--- config.mk ---
export PLATFORM = sky130hd
export DESIGN_NAME = cordic_controller
export DESIGN_NICKNAME = d
export VERILOG_FILES = /design/src/rtl/cordic_ctrl_pkg.sv /design/src/rtl/cordic_range_check.sv /design/src/rtl/cordic_controller.sv
export SDC_FILE = /design/constraint.sdc
export NUM_CORES = 1
export LEC_CHECK = 0
export ABC_CLOCK_PERIOD_IN_PS = 5400
export CORE_ASPECT_RATIO = 1.75
export CORE_MARGIN = 2
export CORE_UTILIZATION = 37
export CTS_BUF_LIST = sky130_fd_sc_hd__clkbuf_2
export CTS_CLUSTER_SIZE = 40
export DETAILED_ROUTE_END_ITERATION = 12
export GPL_ROUTABILITY_DRIVEN = 0
export GPL_TIMING_DRIVEN = 0
export PLACE_DENSITY_LB_ADDON = 0.25
export SYNTH_ARGS = -nofsm -noshare
export SYNTH_HDL_FRONTEND = slang
export SYNTH_HIERARCHICAL = 1
export SYNTH_SLANG_ARGS = --single-unit
--- constraint.sdc ---
create_clock -name clk -period 5.4 [get_ports clk]
set_input_delay 1.08 -clock clk [delete_from_list [all_inputs] [get_ports clk]]
set_output_delay 1.08 -clock clk [all_outputs]
set_load 0.03 [all_outputs]
--- src/rtl/cordic_ctrl_pkg.sv ---
// rtl/cordic_ctrl_pkg.sv - shared types and constants for the CORDIC sequencing front-end
package cordic_ctrl_pkg;

    typedef enum logic [1:0] {
        IDLE = 2'd0,
        LOAD = 2'd1,
        RUN  = 2'd2,
        DONE = 2'd3
    } ctrl_state_e;

    // Angles on a 32-bit full-scale-is-180-degrees grid
    localparam logic [31:0] ANG_90 = 32'h4000_0000;
    localparam logic [31:0] ANG_60 = 32'h2AAA_AAAB;

    localparam logic SYS_CIRCULAR   = 1'b1;
    localparam logic SYS_HYPERBOLIC = 1'b0;
    localparam logic MODE_ROTATION  = 1'b1;
    localparam logic MODE_VECTORING = 1'b0;

    // Re-express a 32-bit angle constant on a width-bit angle grid (width <= 64)
    function automatic logic [63:0] scale_angle(input logic [31:0] ang, input int width);
        return {ang, 32'h0} >> (64 - width);
    endfunction

endpackage

--- src/rtl/cordic_range_check.sv ---
// rtl/cordic_range_check.sv - combinational operand range check for the CORDIC core
module cordic_range_check
    import cordic_ctrl_pkg::*;
#(
    parameter int p_WIDTH = 32
) (
    input  logic [p_WIDTH-1:0] x,
    input  logic [p_WIDTH-1:0] y,
    input  logic [p_WIDTH-1:0] z,
    input  logic               system,
    input  logic               mode,
    output logic               ok
);

    localparam logic [p_WIDTH:0] LIM_90 = (p_WIDTH+1)'(scale_angle(ANG_90, p_WIDTH));
    localparam logic [p_WIDTH:0] LIM_60 = (p_WIDTH+1)'(scale_angle(ANG_60, p_WIDTH));

    // One extra bit so the magnitude of the most-negative word does not wrap
    function automatic logic [p_WIDTH:0] mag(input logic [p_WIDTH-1:0] v);
        logic [p_WIDTH:0] ext;
        ext = {v[p_WIDTH-1], v};
        return ext[p_WIDTH] ? (~ext + (p_WIDTH+1)'(1)) : ext;
    endfunction

    logic [p_WIDTH:0] mag_x;
    logic [p_WIDTH:0] mag_y;
    logic [p_WIDTH:0] mag_z;

    assign mag_x = mag(x);
    assign mag_y = mag(y);
    assign mag_z = mag(z);

    // Convergence domain of each system/mode pair
    always_comb begin
        ok = 1'b0;
        if (system == SYS_CIRCULAR) begin
            if (mode == MODE_ROTATION) ok = (mag_z <= LIM_90);
            else                       ok = !x[p_WIDTH-1];
        end else begin
            if (mode == MODE_ROTATION) ok = (mag_z <= LIM_60);
            else                       ok = (mag_y < mag_x);
        end
    end

endmodule

--- src/rtl/cordic_controller.sv ---
// rtl/cordic_controller.sv - load/iterate/collect sequencer in front of one iterative CORDIC core
module cordic_controller
    import cordic_ctrl_pkg::*;
#(
    parameter int p_WIDTH    = 32,
    parameter int p_ITERS    = 25,
    parameter int p_INT_BITS = 0
) (
    input  logic               clk,
    input  logic               rst,

    input  logic               in_valid,
    output logic               in_ready,
    input  logic [p_WIDTH-1:0] in_x,
    input  logic [p_WIDTH-1:0] in_y,
    input  logic [p_WIDTH-1:0] in_z,
    input  logic               in_system,
    input  logic               in_mode,

    output logic               out_valid,
    input  logic               out_ready,
    output logic [p_WIDTH-1:0] out_x,
    output logic [p_WIDTH-1:0] out_y,
    output logic [p_WIDTH-1:0] out_z,
    output logic               out_ovf,
    output logic               out_err,
    output logic [4:0]         out_iters,

    output logic               core_load,
    output logic [p_WIDTH-1:0] core_x,
    output logic [p_WIDTH-1:0] core_y,
    output logic [p_WIDTH-1:0] core_z,
    output logic               core_system,
    output logic               core_mode,
    output logic               core_en,
    output logic [4:0]         core_iter,
    input  logic [p_WIDTH-1:0] core_x_i,
    input  logic [p_WIDTH-1:0] core_y_i,
    input  logic [p_WIDTH-1:0] core_z_i,
    input  logic               core_ovf
);

    if (p_ITERS < 1 || p_ITERS > 31 || p_INT_BITS < 0 || p_INT_BITS >= p_WIDTH) begin : g_bad_params
        $error("cordic_controller: parameter out of range");
    end

    localparam logic [4:0] LAST_ITER = 5'(p_ITERS - 1);

    ctrl_state_e        state;
    logic [p_WIDTH-1:0] lat_x;
    logic [p_WIDTH-1:0] lat_y;
    logic [p_WIDTH-1:0] lat_z;
    logic               lat_system;
    logic               lat_mode;
    logic               load_q;
    logic               en_q;
    logic               en_prev;
    logic [4:0]         iter_cnt;
    logic               range_ok;
    logic               accept;
    logic               ovf_hit;

    cordic_range_check #(
        .p_WIDTH (p_WIDTH)
    ) u_range_check (
        .x      (in_x),
        .y      (in_y),
        .z      (in_z),
        .system (in_system),
        .mode   (in_mode),
        .ok     (range_ok)
    );

    assign accept = in_valid && in_ready;

    // core_ovf only means something in the cycle after a strobe; it must also
    // squash the strobe of that same cycle, so the gating is combinational
    assign ovf_hit = en_prev && core_ovf;

    // Strobes are suppressed in the cycle reset is sampled
    assign core_load   = load_q && !rst;
    assign core_en     = en_q && !ovf_hit && !rst;
    assign core_iter   = iter_cnt;
    assign core_x      = lat_x;
    assign core_y      = lat_y;
    assign core_z      = lat_z;
    assign core_system = lat_system;
    assign core_mode   = lat_mode;

    // The core's final state only settles on the edge that enters DONE and the
    // core stays idle until the next load, so its state is forwarded directly
    assign out_x = out_valid ? (out_err ? lat_x : core_x_i) : '0;
    assign out_y = out_valid ? (out_err ? lat_y : core_y_i) : '0;
    assign out_z = out_valid ? (out_err ? lat_z : core_z_i) : '0;

    // Sequencer: accept, load, iterate until done or overflow, hold result
    always_ff @(posedge clk) begin
        if (rst) begin
            state      <= IDLE;
            in_ready   <= 1'b1;
            load_q     <= 1'b0;
            en_q       <= 1'b0;
            en_prev    <= 1'b0;
            iter_cnt   <= '0;
            lat_x      <= '0;
            lat_y      <= '0;
            lat_z      <= '0;
            lat_system <= 1'b0;
            lat_mode   <= 1'b0;
            out_valid  <= 1'b0;
            out_err    <= 1'b0;
            out_ovf    <= 1'b0;
            out_iters  <= '0;
        end else begin
            en_prev <= en_q && !ovf_hit;
            case (state)
                IDLE: begin
                    if (accept) begin
                        lat_x      <= in_x;
                        lat_y      <= in_y;
                        lat_z      <= in_z;
                        lat_system <= in_system;
                        lat_mode   <= in_mode;
                        in_ready   <= 1'b0;
                        out_ovf    <= 1'b0;
                        out_iters  <= '0;
                        if (range_ok) begin
                            out_err <= 1'b0;
                            load_q  <= 1'b1;
                            state   <= LOAD;
                        end else begin
                            out_err   <= 1'b1;
                            out_valid <= 1'b1;
                            state     <= DONE;
                        end
                    end
                end
                LOAD: begin
                    load_q   <= 1'b0;
                    iter_cnt <= '0;
                    en_q     <= 1'b1;
                    state    <= RUN;
                end
                RUN: begin
                    if (ovf_hit) begin
                        en_q      <= 1'b0;
                        out_ovf   <= 1'b1;
                        out_iters <= iter_cnt;
                        out_valid <= 1'b1;
                        state     <= DONE;
                    end else begin
                        iter_cnt <= iter_cnt + 5'd1;
                        if (iter_cnt == LAST_ITER) begin
                            en_q      <= 1'b0;
                            out_iters <= 5'(p_ITERS);
                            out_valid <= 1'b1;
                            state     <= DONE;
                        end
                    end
                end
                DONE: begin
                    if (out_ready) begin
                        out_valid <= 1'b0;
                        in_ready  <= 1'b1;
                        state     <= IDLE;
                    end
                end
                default: state <= IDLE;
            endcase
        end
    end

endmodule

# Word-level counts from Yosys, hierarchy flattened
# Index checks and enable logic that the tools add are counted.
# W data, S select, Z words.
[totals]
elab_cells = 101
out_inout_bits = 210
latch_bits = 0
mem_count = 0
ramBits = 0
romBits = 0
in_bits = 199
reg_bits = 117
[classes]
bitwise_logic = 3
shift = 0
eq_ne = 11
reduce_logical = 23
n_lt_le_gt_ge = 3
div_mod_pow = 0
mul = 0
muxes = 42
n_addsub = 4
[ops]
columns = ["cell", "n"]
rows = [
  ["$mux W32", 6],
  ["$add A33 B1 Y33 const B", 3],
  ["$mux W33", 3],
  ["$not A33 Y33", 3],
  ["$le A33 B30 Y1 const B", 1],
  ["$le A33 B31 Y1 const B", 1],
  ["$lt A33 B33 Y1", 1],
  ["$mux W5", 4],
  ["$pmux W5 S2", 2],
  ["$mux W1", 16],
  ["$reduce_and A3 Y1", 5],
  ["$ne A2 B2 Y1 const B", 6],
  ["$mux W2", 5],
  ["$pmux W1 S2", 4],
  ["$pmux W2 S4", 1],
  ["$reduce_bool A2 Y1", 4],
  ["$reduce_and A2 Y1", 3],
  ["$add A5 B1 Y5 const B", 1],
  ["$eq A5 B5 Y1 const B", 1],
  ["$logic_and A1 B1 Y1", 5],
  ["$reduce_and A5 Y1", 1],
  ["$eq A2 B2 Y1 const B", 2],
  ["$logic_not A1 Y1", 3],
  ["$ne A3 B3 Y1 const B", 1],
  ["4 further kinds", 4],
]

# Longest topological paths before layout
# Gate-level depths: netlist of the first run.
[depth]
depth_word = 9
depth_mapped = 23
ltp_nobuf = 23

# Hierarchy
# Netlist of the first run, hierarchy kept.
[modules_own_cells]
columns = ["module", "instances", "seq_area_each_um2", "cells_each", "area_per_inst_um2"]
rows = [
  ["cordic_controller", 1, 2342.2, 752, 5926.9],
  ["cordic_range_check", 1, 0.0, 520, 3518.4],
]

# Worst setup path after synthesis of the first run
# No wires, ideal clock.
[synth_path]
kind = "input to register"
startpoint = "in in_y[2]"
endpoint = "reg out_valid"
n_path_buf = 0
required_time_ns = 5.285
arrival_time_ns = 5.424
setup_ns = 0.115
stages = 20
setup_slack_ns = -0.139
path_cell_list = "or4_4 -> nand2b_4 -> or4_4 -> or4_4 -> nand2b_4 -> or4_4 -> nand2b_4 -> o41ai_4 -> xnor2_1 -> ha_1 -> nand3_1 -> nor4b_1 -> nand2_1 -> nand3_1 -> a31oi_1 -> and3_1 -> a211o_1 -> a21oi_1 -> a21oi_1 -> a31o_1"
[synth_between]
elab_chain_cells = 8
[synth_rtl]
columns = ["element", "line", "source"]
rows = [
  ["start: declaration", "cordic_controller.sv:15", "input logic [p_WIDTH-1:0] in_y,"],
  ["$not A33 Y33", "cordic_range_check.sv:22", "return ext[p_WIDTH] ? (~ext + (p_WIDTH+1)'(1)) : ext;"],
  ["$add A33 B1 Y33", "cordic_range_check.sv:22", ""],
  ["$mux W33 *", "cordic_range_check.sv:22", ""],
  ["$lt A33 B33 Y1 *", "cordic_range_check.sv:41", "else ok = (mag_y < mag_x);"],
  ["$mux W1 *", "cordic_range_check.sv:40", "if (mode == MODE_ROTATION) ok = (mag_z <= LIM_60);"],
  ["$mux W1 *", "cordic_range_check.sv:36", "if (system == SYS_CIRCULAR) begin"],
  ["via range_ok", "cordic_controller.sv:59", "logic range_ok;"],
  ["$ne A2 B2 Y1 (no line) *", "-", ""],
  ["$reduce_and A5 Y1 (no line) *", "-", ""],
  ["end signal: assignment", "cordic_controller.sv:110", "out_valid <= 1'b0;"],
  ["end signal: assignment", "cordic_controller.sv:133", "out_valid <= 1'b1;"],
  ["end signal: assignment", "cordic_controller.sv:149", "out_valid <= 1'b1;"],
  ["end: declaration", "cordic_controller.sv:20", "output logic out_valid,"],
]
# Mark *: on every way through the listed nets, which the timed path passes. The rest lies on a longest branch.
# A chain may end at the register's enable or synchronous reset.

# Worst setup path after layout of the first run
[layout_path]
startpoint = "in in_y[10]"
endpoint = "reg out_valid"
# Same word-level chain as after synthesis.

==> reports/metrics.cfg, run 1 <==
[clock_tree]
cts_tree = done
cts_clock_pin_slew_for_the_worst_setup_and_hold_paths_ns = 0.16
worst_skew_pair.late_latency_ns = 0.76
ctsLongestPathBuffers = 2
cts_made_buffers = 17
clock_tree.htree_level_count = 4
clock-root-buffer = sky130_fd_sc_hd__clkbuf_2
clock_sink_count = 117

[synth]
synth_area_um2 = 9445
async_flop_share_pct = 0
syn-num-nets = 1512
synth_edf_count = 0
synth-seq-cells = 117
synth-main-ff-cell = sky130_fd_sc_hd__dfxtp_1
synth-warning-count = 6
yosysSeqAreaShare_pct = 24.80
synthesis.area_per_instance_um2 = 7.426
synthDistinctLibCells = 67
syn-instance-count = 1272

[sta]
finalHoldViolations = 0
slew_headroom_pct = 31.79
timing_max_transition_violations_final = 0
final.period_utilization_pct = 98.32
grt_setup_unrepaired = false
post-route-min-period_ns = 5.309
final.setup.worst_slack_ns = 0.09080
tightest_slew_ns = 1.015
report.final.setup_viol = 0
max_clock_freq_mhz = 188.4
finalClockSkew_ns = 0.03969

[worst_setup_path]
critical_path_peak_fanout = 4
crit_slowest_cell = sky130_fd_sc_hd__or4_4
critical_path.cell_chain = clkdlybuf4s15_1 -> or4_4 -> or4_4 -> or4_4 -> nand2b_4 -> or4_4 -> nand2b_4 -> buf_4 -> nor4b_4 -> ha_1 -> nand4_1 -> nor4b_4 -> nand2_1 -> nand3_1 -> a31oi_2 -> and3_1 -> a211o_4 -> a21oi_4 -> a21oi_1 -> a31o_1
required_ns = 6.04
cp-end-kind = register
critical_path_arrival_ns = 5.95
element_type_at_the_critical_path_start = input port
cp_common_cell = sky130_fd_sc_hd__or4_4
crit_type = input port to register
timing.critical_path.slowest_cell_delay_ns = 0.57

[worst_hold_path]
hp-class = register to register

[floorplanning]
initial_core_utilization_pct = 37.56
design.core.area_um2 = 25150
die_area_um2 = 26870
count_of_boundary_i_o_pins = 409
floorplan.die.height_um = 215.4
core.rowCount = 77
horiz_die_dim_um = 124.8

[run]
cap_violations = 0

[final_layout]
design.final.nets = 1945
post-route-util_pct = 56.74
stdcell_area_um2 = 14270
most_frequent_cells_in_the_layout = sky130_fd_sc_hd__clkdlybuf4s50_1, sky130_fd_sc_hd__nand2_1, sky130_fd_sc_hd__a21oi_1
layout_cells_sized_above_1_pct = 5.190
area_growth_syn_to_layout_pct = 51.07
mostFrequentLayoutCell = sky130_fd_sc_hd__clkdlybuf4s50_1

[placed_design]
placed_area_um2 = 13930
dp.final_hpwl_um = 32710
preCtsSetupSlack_ns = -1.239
count_of_input_and_output_buffers = 408

[route]
vias_post_dr = 11360
drtPass1Iterations = 6
drt-initial-drc-count = 803
drt-wirelength-per-cell_um = 20.13
number_of_routed_nets_with_antenna_violations = 0
wirelength_um = 40920
detail_route.vias_per_cell = 5.588
detail_route.drc_violations = 0

[global_route]
globalRouteTotalUtil_pct = 29.25
grt_pass1_vias = 11190
grt_start_max_net_pins = 17
global_route_wire_length_before_repair_um = 61900
grt_antenna_before_repair = 2
grt_overflow_total = 0

[pwr]
peakVddDrop_v = 0.0001610
power.total_uw = 4849
power.leakage_uw = 0.005085
p_per_area_nw_per_um2 = 339.8

[run_status]
run_status = complete, no violations

## final cells by class
cell class              count  area (um^2)
plain buffers              80        320.3
well taps                 316        395.4
clock inverters             9        88.84
flip-flops and latches    117         2342
diodes                      2        5.005
fillers                  2399        10880
multi-input cells        1053         6814
clock buffers              20        100.1
repair buffers            414         4120
inverters                  22        82.58
## critical path, delay by kind of cell
family | cells | cell delay, ns
adder cells (fa/ha/maj) | 1 | 0.22
buffers and inverters | 2 | 0.38
AND/OR/NAND/NOR | 12 | 3.43
AO/OA/AOI/OAI | 5 | 0.82
## Yosys cell counts, types with 4 or more instances
| cell type | instances | share of area (%) |
|---|---|---|
| sky130_fd_sc_hd__clkbuf_1 | 52 | 2.1 |
| sky130_fd_sc_hd__a211oi_1 | 4 | 0.32 |
| sky130_fd_sc_hd__or3_1 | 7 | 0.46 |
| sky130_fd_sc_hd__xor2_1 | 35 | 3.2 |
| sky130_fd_sc_hd__nand4_1 | 16 | 1.1 |
| sky130_fd_sc_hd__nand2_1 | 255 | 10 |
| sky130_fd_sc_hd__a21oi_1 | 134 | 7.1 |
| sky130_fd_sc_hd__or2_2 | 7 | 0.46 |
| sky130_fd_sc_hd__o21ai_0 | 45 | 2.4 |
| sky130_fd_sc_hd__or4_1 | 11 | 0.87 |
| sky130_fd_sc_hd__nor4_1 | 23 | 1.5 |
| sky130_fd_sc_hd__o21bai_1 | 6 | 0.48 |
| sky130_fd_sc_hd__o31ai_1 | 20 | 1.6 |
| sky130_fd_sc_hd__or4_4 | 4 | 0.48 |
| sky130_fd_sc_hd__inv_1 | 22 | 0.87 |
| sky130_fd_sc_hd__o41ai_1 | 11 | 1.0 |
| sky130_fd_sc_hd__a21o_1 | 12 | 0.95 |
| sky130_fd_sc_hd__a31oi_1 | 8 | 0.53 |
| sky130_fd_sc_hd__ha_1 | 41 | 5.4 |
| sky130_fd_sc_hd__nor2_1 | 44 | 1.7 |
| sky130_fd_sc_hd__buf_2 | 15 | 0.79 |
| sky130_fd_sc_hd__o211ai_1 | 8 | 0.64 |
| sky130_fd_sc_hd__nor2b_1 | 103 | 6.8 |
| sky130_fd_sc_hd__o31a_1 | 4 | 0.37 |
| sky130_fd_sc_hd__nor3_1 | 13 | 0.69 |
| sky130_fd_sc_hd__dfxtp_1 | 117 | 25 |
| sky130_fd_sc_hd__and3_1 | 6 | 0.40 |
| sky130_fd_sc_hd__nand2b_1 | 17 | 1.1 |
| sky130_fd_sc_hd__nand3_1 | 25 | 1.3 |
| sky130_fd_sc_hd__mux2i_1 | 100 | 11 |
| sky130_fd_sc_hd__buf_1 | 12 | 0.48 |
| sky130_fd_sc_hd__xnor2_1 | 35 | 3.2 |
## state kept, by name (all words and copies together) (netlist names)
register / cells
out_ovf: 1
core_x: 32
core_system: 1
load_q: 1
state: 2
core_z: 32
out_valid: 1
out_iters: 5
en_q: 1
core_mode: 1
in_ready: 1
core_y: 32
out_err: 1
en_prev: 1
core_iter: 5
## final timing paths
| path | depth (start not counted) | slack (ns) | endpoint | startpoint |
|---|---|---|---|---|
| worst max register to register | 8 | 3.16 | core_x[27] | state[0] |
| worst max-delay path | 20 | 0.09 | out_valid | in_y[10] |
| worst min-delay path | 2 | 0.48 | en_prev | en_q |
| worst min register to register | 2 | 0.48 | en_prev | en_q |
## power by group
part	internal [uW]	switching (uW)
logic	1280	1850
clock network	201	338
registers	1020	165
## metal layers
layer	vias up	global-route usage, %	routed length, um
met3	130	5.203	2512
met4	0	15.54	2152
met5	-	0	0
li1	5362	-	-
met1	5319	29.72	14410
met2	549	55.87	21840
## timing repair
| action | CTS | global route |
|---|---|---|
| endpoints found under the hold margin | 0 | 0 |
| gates resized for setup | 32 | 9 |
| setup endpoints to repair | 4 | 4 |
| buffers inserted | 5 | 1 |
| hold buffers | 0 | 0 |
| pin swaps | 15 | 7 |
## stage by stage
step	hold slack (ns)	cells	setup TNS [ns]
2_1_floorplan	0.4465	1272	-0.05074
3_5_place_dp	0.4574	1996	-4.660
5_1_grt	0.4924	2033	0
6_report	0.4754	2033	0
4_1_cts	0.4678	2030	0
3_3_place_gp	0.4416	1996	-4.412
## logic make-up after synthesis
kind of cell / share of synthesized area (%)
other: 0.07951
flip-flops: 24.80
XOR/XNOR: 6.491
adder cells (fa/ha/maj): 5.431
multiplexers: 10.96
AO/OA/AOI/OAI: 18.94
AND/OR/NAND/NOR: 29.04
buffers and inverters: 4.265
No activity file was read; power rests on OpenSTA's default activity.
==> run 2: changes to the inputs <==
Settings changed: ABC_CLOCK_PERIOD_IN_PS 5400 to 4400.
Clock period 5.4 ns to 4.4 ns, I/O delays scaled along.
==> run 2 against run 1 <==
The flow now finishes with violations (negative setup slack). First-iteration DRC count is 7.2% lower. Flip-flop and latch count stayed put. Cell count hardly changed. Power is 23% higher. Critical path type unchanged.
==> reports/metrics.cfg, run 2 (synthesis results as in run 1) <==
[clock_tree]
worst_skew_pair.late_latency_ns = 0.77  ; about the same
clock_tree.htree_level_count = 4  ; unchanged
hold_buffers = 0  ; unchanged
clock-root-buffer = sky130_fd_sc_hd__clkbuf_2
cts_made_buffers = 17  ; unchanged
clock_sink_count = 117  ; unchanged
cts_clock_pin_slew_for_the_worst_setup_and_hold_paths_ns = 0.17  ; about the same
ctsLongestPathBuffers = 2  ; unchanged
cts_tree = done

[route]
detail_route.vias_per_cell = 5.646  ; +1.0%
drtPass1Iterations = 5  ; -1
vias_post_dr = 11480  ; +1.1%
number_of_routed_nets_with_antenna_violations = 0  ; unchanged
wirelength_um = 41510  ; +1.4%
drt-wirelength-per-cell_um = 20.41  ; +1.4%
detail_route.drc_violations = 0  ; unchanged
drt-initial-drc-count = 745  ; -7.2%

[global_route]
grt_pass1_vias = 11460  ; +2.4%
grt_overflow_total = 0  ; unchanged
global_route_wire_length_before_repair_um = 62210  ; +0.50%
grt_start_max_net_pins = 17  ; unchanged
globalRouteTotalUtil_pct = 29.41  ; +0.16 points
grt_antenna_before_repair = 2  ; unchanged

[final_layout]
stdcell_area_um2 = 14340  ; +0.48%
post-route-util_pct = 57.02  ; +0.27 points
design.final.nets = 1948  ; +0.15%
mostFrequentLayoutCell = sky130_fd_sc_hd__clkdlybuf4s50_1
area_growth_syn_to_layout_pct = 51.79
most_frequent_cells_in_the_layout = sky130_fd_sc_hd__clkdlybuf4s50_1, sky130_fd_sc_hd__nand2_1, sky130_fd_sc_hd__a21oi_1
layout_cells_sized_above_1_pct = 6.290  ; +1.1 points

[worst_hold_path]
hp-class = input port to register

[sta]
final.period_utilization_pct = 110.8
finalClockSkew_ns = 0.03165  ; -0.008042 ns
finalHoldViolations = 0  ; unchanged
tightest_slew_ns = 1.104  ; +0.08908 ns
report.final.setup_viol = 4  ; +4
max_clock_freq_mhz = 205.1
slew_headroom_pct = 25.81  ; -6.0 points
final.setup.worst_slack_ns = -0.4761  ; -0.5669 ns
post-route-min-period_ns = 4.876
grt_setup_unrepaired = true
timing_max_transition_violations_final = 0  ; unchanged

[floorplanning]
count_of_boundary_i_o_pins = 409  ; unchanged
floorplan.die.height_um = 215.4  ; unchanged
core.rowCount = 77  ; unchanged
die_area_um2 = 26870  ; unchanged
design.core.area_um2 = 25150  ; unchanged
horiz_die_dim_um = 124.8  ; unchanged
initial_core_utilization_pct = 37.56  ; unchanged

[pwr]
peakVddDrop_v = 0.0001924  ; +19%
power.total_uw = 5955  ; +23%
p_per_area_nw_per_um2 = 415.3  ; +22%
power.leakage_uw = 0.005102  ; +0.33%

[worst_setup_path]
cp-end-kind = register
crit_type = input port to register
required_ns = 5.06  ; -0.98 ns
critical_path_arrival_ns = 5.53  ; -0.42 ns
critical_path_peak_fanout = 4  ; unchanged
element_type_at_the_critical_path_start = input port

[placed_design]
preCtsSetupSlack_ns = -1.912  ; -0.6731 ns
dp.final_hpwl_um = 32850  ; +0.44%
count_of_input_and_output_buffers = 408  ; unchanged
placed_area_um2 = 13930  ; unchanged

[run_status]
failing_checks = negative setup slack
run_status = finished with violations

[run]
cap_violations = 0  ; unchanged

[run 2: changes by cell type in the layout (fill, tap and decap cells not counted), sizes merged]
| cell | before | now |
|---|---|---|
| clkinv | 7 | 8 |
| dlymetal6s2s | 1 | 0 |
| clkdlybuf4s15 | 5 | 2 |
| diode | 2 | 1 |
| dlygate4sd2 | 4 | 2 |
| buf | 35 | 43 |
| clkbuf | 73 | 72 |
[run 2: per-stage QoR]
stage          hold slack (ns)  TNS (ns)  instances
5_1_grt                 0.3203    -2.244       2034
3_3_place_gp            0.4556    -7.329       1996
6_report                0.3687    -1.565       2034
4_1_cts                 0.2979    -2.442       2031
3_5_place_dp            0.4639    -7.594       1996
2_1_floorplan           0.4465    -2.931       1272
[run 2: power by group]
part	internal, uW	total (uW)	switching (uW)	leakage [uW]
combinational	1570	3840	2280	0.00403
sequential	1250	1450	198	0.000955
clock	237	661	423	0.000120
[run 2: path summary, 6_finish.rpt]
check	startpoint	to	slack, ns	depth (start not counted)
hold / removal	in_y[2]	core_y[2]	0.37	3
setup reg to reg	state[0]	core_y[28]	2.17	8
hold reg to reg	core_x[13]	core_x[13]	0.49	2
setup / recovery	in_y[3]	out_valid	-0.48	20
[run 2: cell type report]
type / count / area [um^2]
Inverter: 22 / 82.58
Multi-Input combinational cell: 1053 / 6877
Clock inverter: 10 / 92.59
Tap cell: 316 / 395.4
Timing Repair Buffer: 417 / 4130
Sequential cell: 117 / 2342
Buffer: 80 / 325.3
Fill cell: 2413 / 10810
Clock buffer: 18 / 90.09
Antenna cell: 1 / 2.502
[run 2: layer usage]
layer	wire length, um	track usage [%]	up-vias	part of all wire, %
met2	22160	56.50	557	53
li1	-	-	5372	-
met1	14570	29.50	5398	35
met3	2437	5.128	154	5.9
met4	2339	15.99	2	5.6
met5	11	0	-	0.026
[run 2: critical path, stage by stage]
cell and delay, ns:
sky130_fd_sc_hd__buf_8 0.09, sky130_fd_sc_hd__or4_4 0.53, sky130_fd_sc_hd__nand2b_4 0.16, sky130_fd_sc_hd__or4_4 0.44, sky130_fd_sc_hd__or4_4 0.46, sky130_fd_sc_hd__nand2b_4 0.16, sky130_fd_sc_hd__or4_4 0.44, sky130_fd_sc_hd__nand2b_4 0.18
sky130_fd_sc_hd__o41ai_4 0.23, sky130_fd_sc_hd__xnor2_1 0.10, sky130_fd_sc_hd__ha_1 0.33, sky130_fd_sc_hd__nand3_2 0.09, sky130_fd_sc_hd__nor4b_4 0.23, sky130_fd_sc_hd__buf_4 0.16, sky130_fd_sc_hd__a31oi_4 0.11, sky130_fd_sc_hd__and3_4 0.21
sky130_fd_sc_hd__a211o_4 0.30, sky130_fd_sc_hd__a21oi_2 0.15, sky130_fd_sc_hd__a21oi_1 0.08, sky130_fd_sc_hd__a31o_1 0.21
[run 2: what timing repair did]
action,CTS,global route
endpoints found under the setup margin,34,4
buffers inserted,7,2
pin swaps,15,14
resized for setup,53,25
==> run 3: changes to the inputs <==
Settings changed: GPL_ROUTABILITY_DRIVEN 0 to 1.
==> run 3 against run 2 <==
Largest cell class unchanged. Cell area up 0.56%. First-iteration DRC count fell by 1.7%. Largest power group unchanged. Clock power is 7.6% higher. Critical endpoint is now load_q. Flip-flop and latch count unchanged. The flow still finishes with violations (negative setup slack). Non-clock buffer count is 5 higher.
==> reports/metrics.cfg, run 3 (synthesis results as in run 1) <==
[run_status]
run_status = finished with violations
failing_checks = negative setup slack

[final_layout]
mostFrequentLayoutCell = sky130_fd_sc_hd__clkdlybuf4s50_1
seq_area_um2 = 2342  ; unchanged
area_growth_syn_to_layout_pct = 52.64
layout_cells_sized_above_1_pct = 7.242  ; +0.95 points
fill_cell_instance_count_of_the_final_layout = 2466  ; +2.2%
most_frequent_cells_in_the_layout = sky130_fd_sc_hd__clkdlybuf4s50_1, sky130_fd_sc_hd__nand2_1, sky130_fd_sc_hd__a21oi_1
design.final.nets = 1953  ; +0.26%
multi_input_area_um2 = 6899  ; +0.33%
stdcell_area_um2 = 14420  ; +0.56%

[global_route]
grt_start_max_net_pins = 17  ; unchanged
globalRouteTotalUtil_pct = 30.02  ; +0.62 points
global_route_wire_length_before_repair_um = 63210  ; +1.6%
grt_antenna_before_repair = 2  ; unchanged
grt_overflow_total = 0  ; unchanged
grt_pass1_vias = 11360  ; -0.86%

[clock_tree]
clock-root-buffer = sky130_fd_sc_hd__clkbuf_2
ctsLongestPathBuffers = 2  ; unchanged
clock_sink_count = 117  ; unchanged
hold_buffers = 0  ; unchanged
cts_tree = done
cts_made_buffers = 17  ; unchanged
clock_tree.htree_level_count = 4  ; unchanged
cts_clock_pin_slew_for_the_worst_setup_and_hold_paths_ns = 0.18  ; about the same
worst_skew_pair.late_latency_ns = 0.79  ; +0.02 ns

[floorplanning]
design.core.area_um2 = 25150  ; unchanged
count_of_boundary_i_o_pins = 409  ; unchanged
core.rowCount = 77  ; unchanged
horiz_die_dim_um = 124.8  ; unchanged
floorplan.die.height_um = 215.4  ; unchanged
die_area_um2 = 26870  ; unchanged
initial_core_utilization_pct = 37.56  ; unchanged

[sta]
final.setup.worst_slack_ns = -0.5369  ; -0.06071 ns
grt_setup_unrepaired = true
final.period_utilization_pct = 112.2  ; +1.4 points
report.final.setup_viol = 4  ; unchanged
timing_max_transition_violations_final = 0  ; unchanged
max_clock_freq_mhz = 202.6  ; -1.2%
tightest_slew_ns = 1.118  ; +0.01359 ns
post-route-min-period_ns = 4.937  ; +0.06071 ns
finalClockSkew_ns = 0.02793  ; -0.003717 ns
slew_headroom_pct = 24.89  ; -0.91 points
finalHoldViolations = 0  ; unchanged

[run]
cap_violations = 0  ; unchanged

[worst_hold_path]
hp-class = input port to register

[route]
detail_route.drc_violations = 0  ; unchanged
drt-initial-drc-count = 732  ; -1.7%
detail_route.vias_per_cell = 5.564  ; -1.4%
drtPass1Iterations = 5  ; unchanged
number_of_routed_nets_with_antenna_violations = 0  ; unchanged
wirelength_um = 42300  ; +1.9%
vias_post_dr = 11370  ; -1.0%
drt-wirelength-per-cell_um = 20.71  ; +1.5%

[placed_design]
placed_area_um2 = 13930  ; unchanged
dp.final_hpwl_um = 33740  ; +2.7%
count_of_input_and_output_buffers = 408  ; unchanged
place_congestion = 0.9619
preCtsSetupSlack_ns = -2.012  ; -0.09957 ns

[worst_setup_path]
timing.rr.start = state[0]
timing.reg2reg.setup_slack_ns = 2.13  ; -0.04 ns
worst_r2r_path_depth = 8  ; unchanged
setup.worst_path.start = in_y[3]
required_ns = 5.07  ; about the same
critical_path_arrival_ns = 5.61  ; +0.08 ns
cp-end-kind = register
critical_path_peak_fanout = 3  ; -1
crit_type = input port to register
endpoint = load_q
element_type_at_the_critical_path_start = input port
critical_path.reg2reg.endpoint = core_y[25]

[pwr]
power.leakage_uw = 0.005152  ; +0.99%
p_per_area_nw_per_um2 = 418.0  ; +0.65%
peakVddDrop_v = 0.0002222  ; +15%

## run 3: critical path: stages
cell,delay (ns)
sky130_fd_sc_hd__buf_8,0.10
sky130_fd_sc_hd__or4_4,0.52
sky130_fd_sc_hd__nand2b_4,0.16
sky130_fd_sc_hd__or4_4,0.43
sky130_fd_sc_hd__or4_4,0.46
sky130_fd_sc_hd__nand2b_4,0.17
sky130_fd_sc_hd__or4_4,0.45
sky130_fd_sc_hd__nand2b_4,0.19
sky130_fd_sc_hd__o41ai_4,0.23
sky130_fd_sc_hd__xnor2_1,0.10
sky130_fd_sc_hd__ha_1,0.33
sky130_fd_sc_hd__nand3_2,0.11
sky130_fd_sc_hd__nor4b_4,0.26
sky130_fd_sc_hd__buf_4,0.17
sky130_fd_sc_hd__a31oi_4,0.10
sky130_fd_sc_hd__and3_1,0.17
sky130_fd_sc_hd__a211o_1,0.30
sky130_fd_sc_hd__buf_4,0.17
sky130_fd_sc_hd__buf_4,0.12
sky130_fd_sc_hd__a21oi_2,0.12
sky130_fd_sc_hd__a211oi_2,0.05
## run 3: how the worst min path moves through the flow
stage / from / to / slack, ns / depth (start not counted)
4_1_cts: in_y[2] / core_y[2] / 0.26 / 3
5_1_grt: in_y[2] / core_y[2] / 0.30 / 3
6_report: in_y[2] / core_y[2] / 0.33 / 3
3_5_place_dp: out_iters[0] / out_iters[0] / 0.46 / 2
2_1_floorplan: en_q / en_prev / 0.45 / 2
3_3_place_gp: core_y[13] / core_y[13] / 0.46 / 2
## run 3: power by group
group	switching [uW]	internal, uW
clock network	450	262
logic	2290	1580
registers	198	1250
total	2930	3090
## run 3: cell type report
class | instances | share of cell area [%]
Tap cell | 316 | 2.742
Clock buffer | 21 | 0.7290
Inverter | 22 | 0.5728
Clock inverter | 11 | 0.7637
Multi-Input combinational cell | 1053 | 47.85
Timing Repair Buffer | 422 | 28.82
Antenna cell | 1 | 0.01736
Buffer | 80 | 2.256
Sequential cell | 117 | 16.25
## run 3: per-layer routing
| metal | up-vias | share of wire, % | global-route usage, % |
|---|---|---|---|
| met5 | - | 0.038 | 0 |
| met4 | 2 | 5.3 | 15.88 |
| met3 | 128 | 4.6 | 4.506 |
| met2 | 486 | 54 | 57.50 |
| met1 | 5368 | 36 | 30.91 |
| li1 | 5383 | - | - |
## run 3: through the flow
stage               power (uW)  instances  hold slack, ns  util, %  TNS (ns)
global placement          5243       1996          0.4560    55.42    -7.443
detailed placement        5295       1996          0.4627    55.42    -7.810
finish                    6027       2043          0.3260    57.34    -1.997
CTS                       6026       2036          0.2576    56.69    -2.705
floorplan                 3686       1272          0.4465        -    -2.931
global route              6356       2043          0.3037    57.34    -2.272
## run 3: what timing repair did
item                       in CTS  in global routing
pin swaps                      18                 18
resized for setup              55                 32
buffers inserted                8                  6
setup endpoints to repair      35                  4
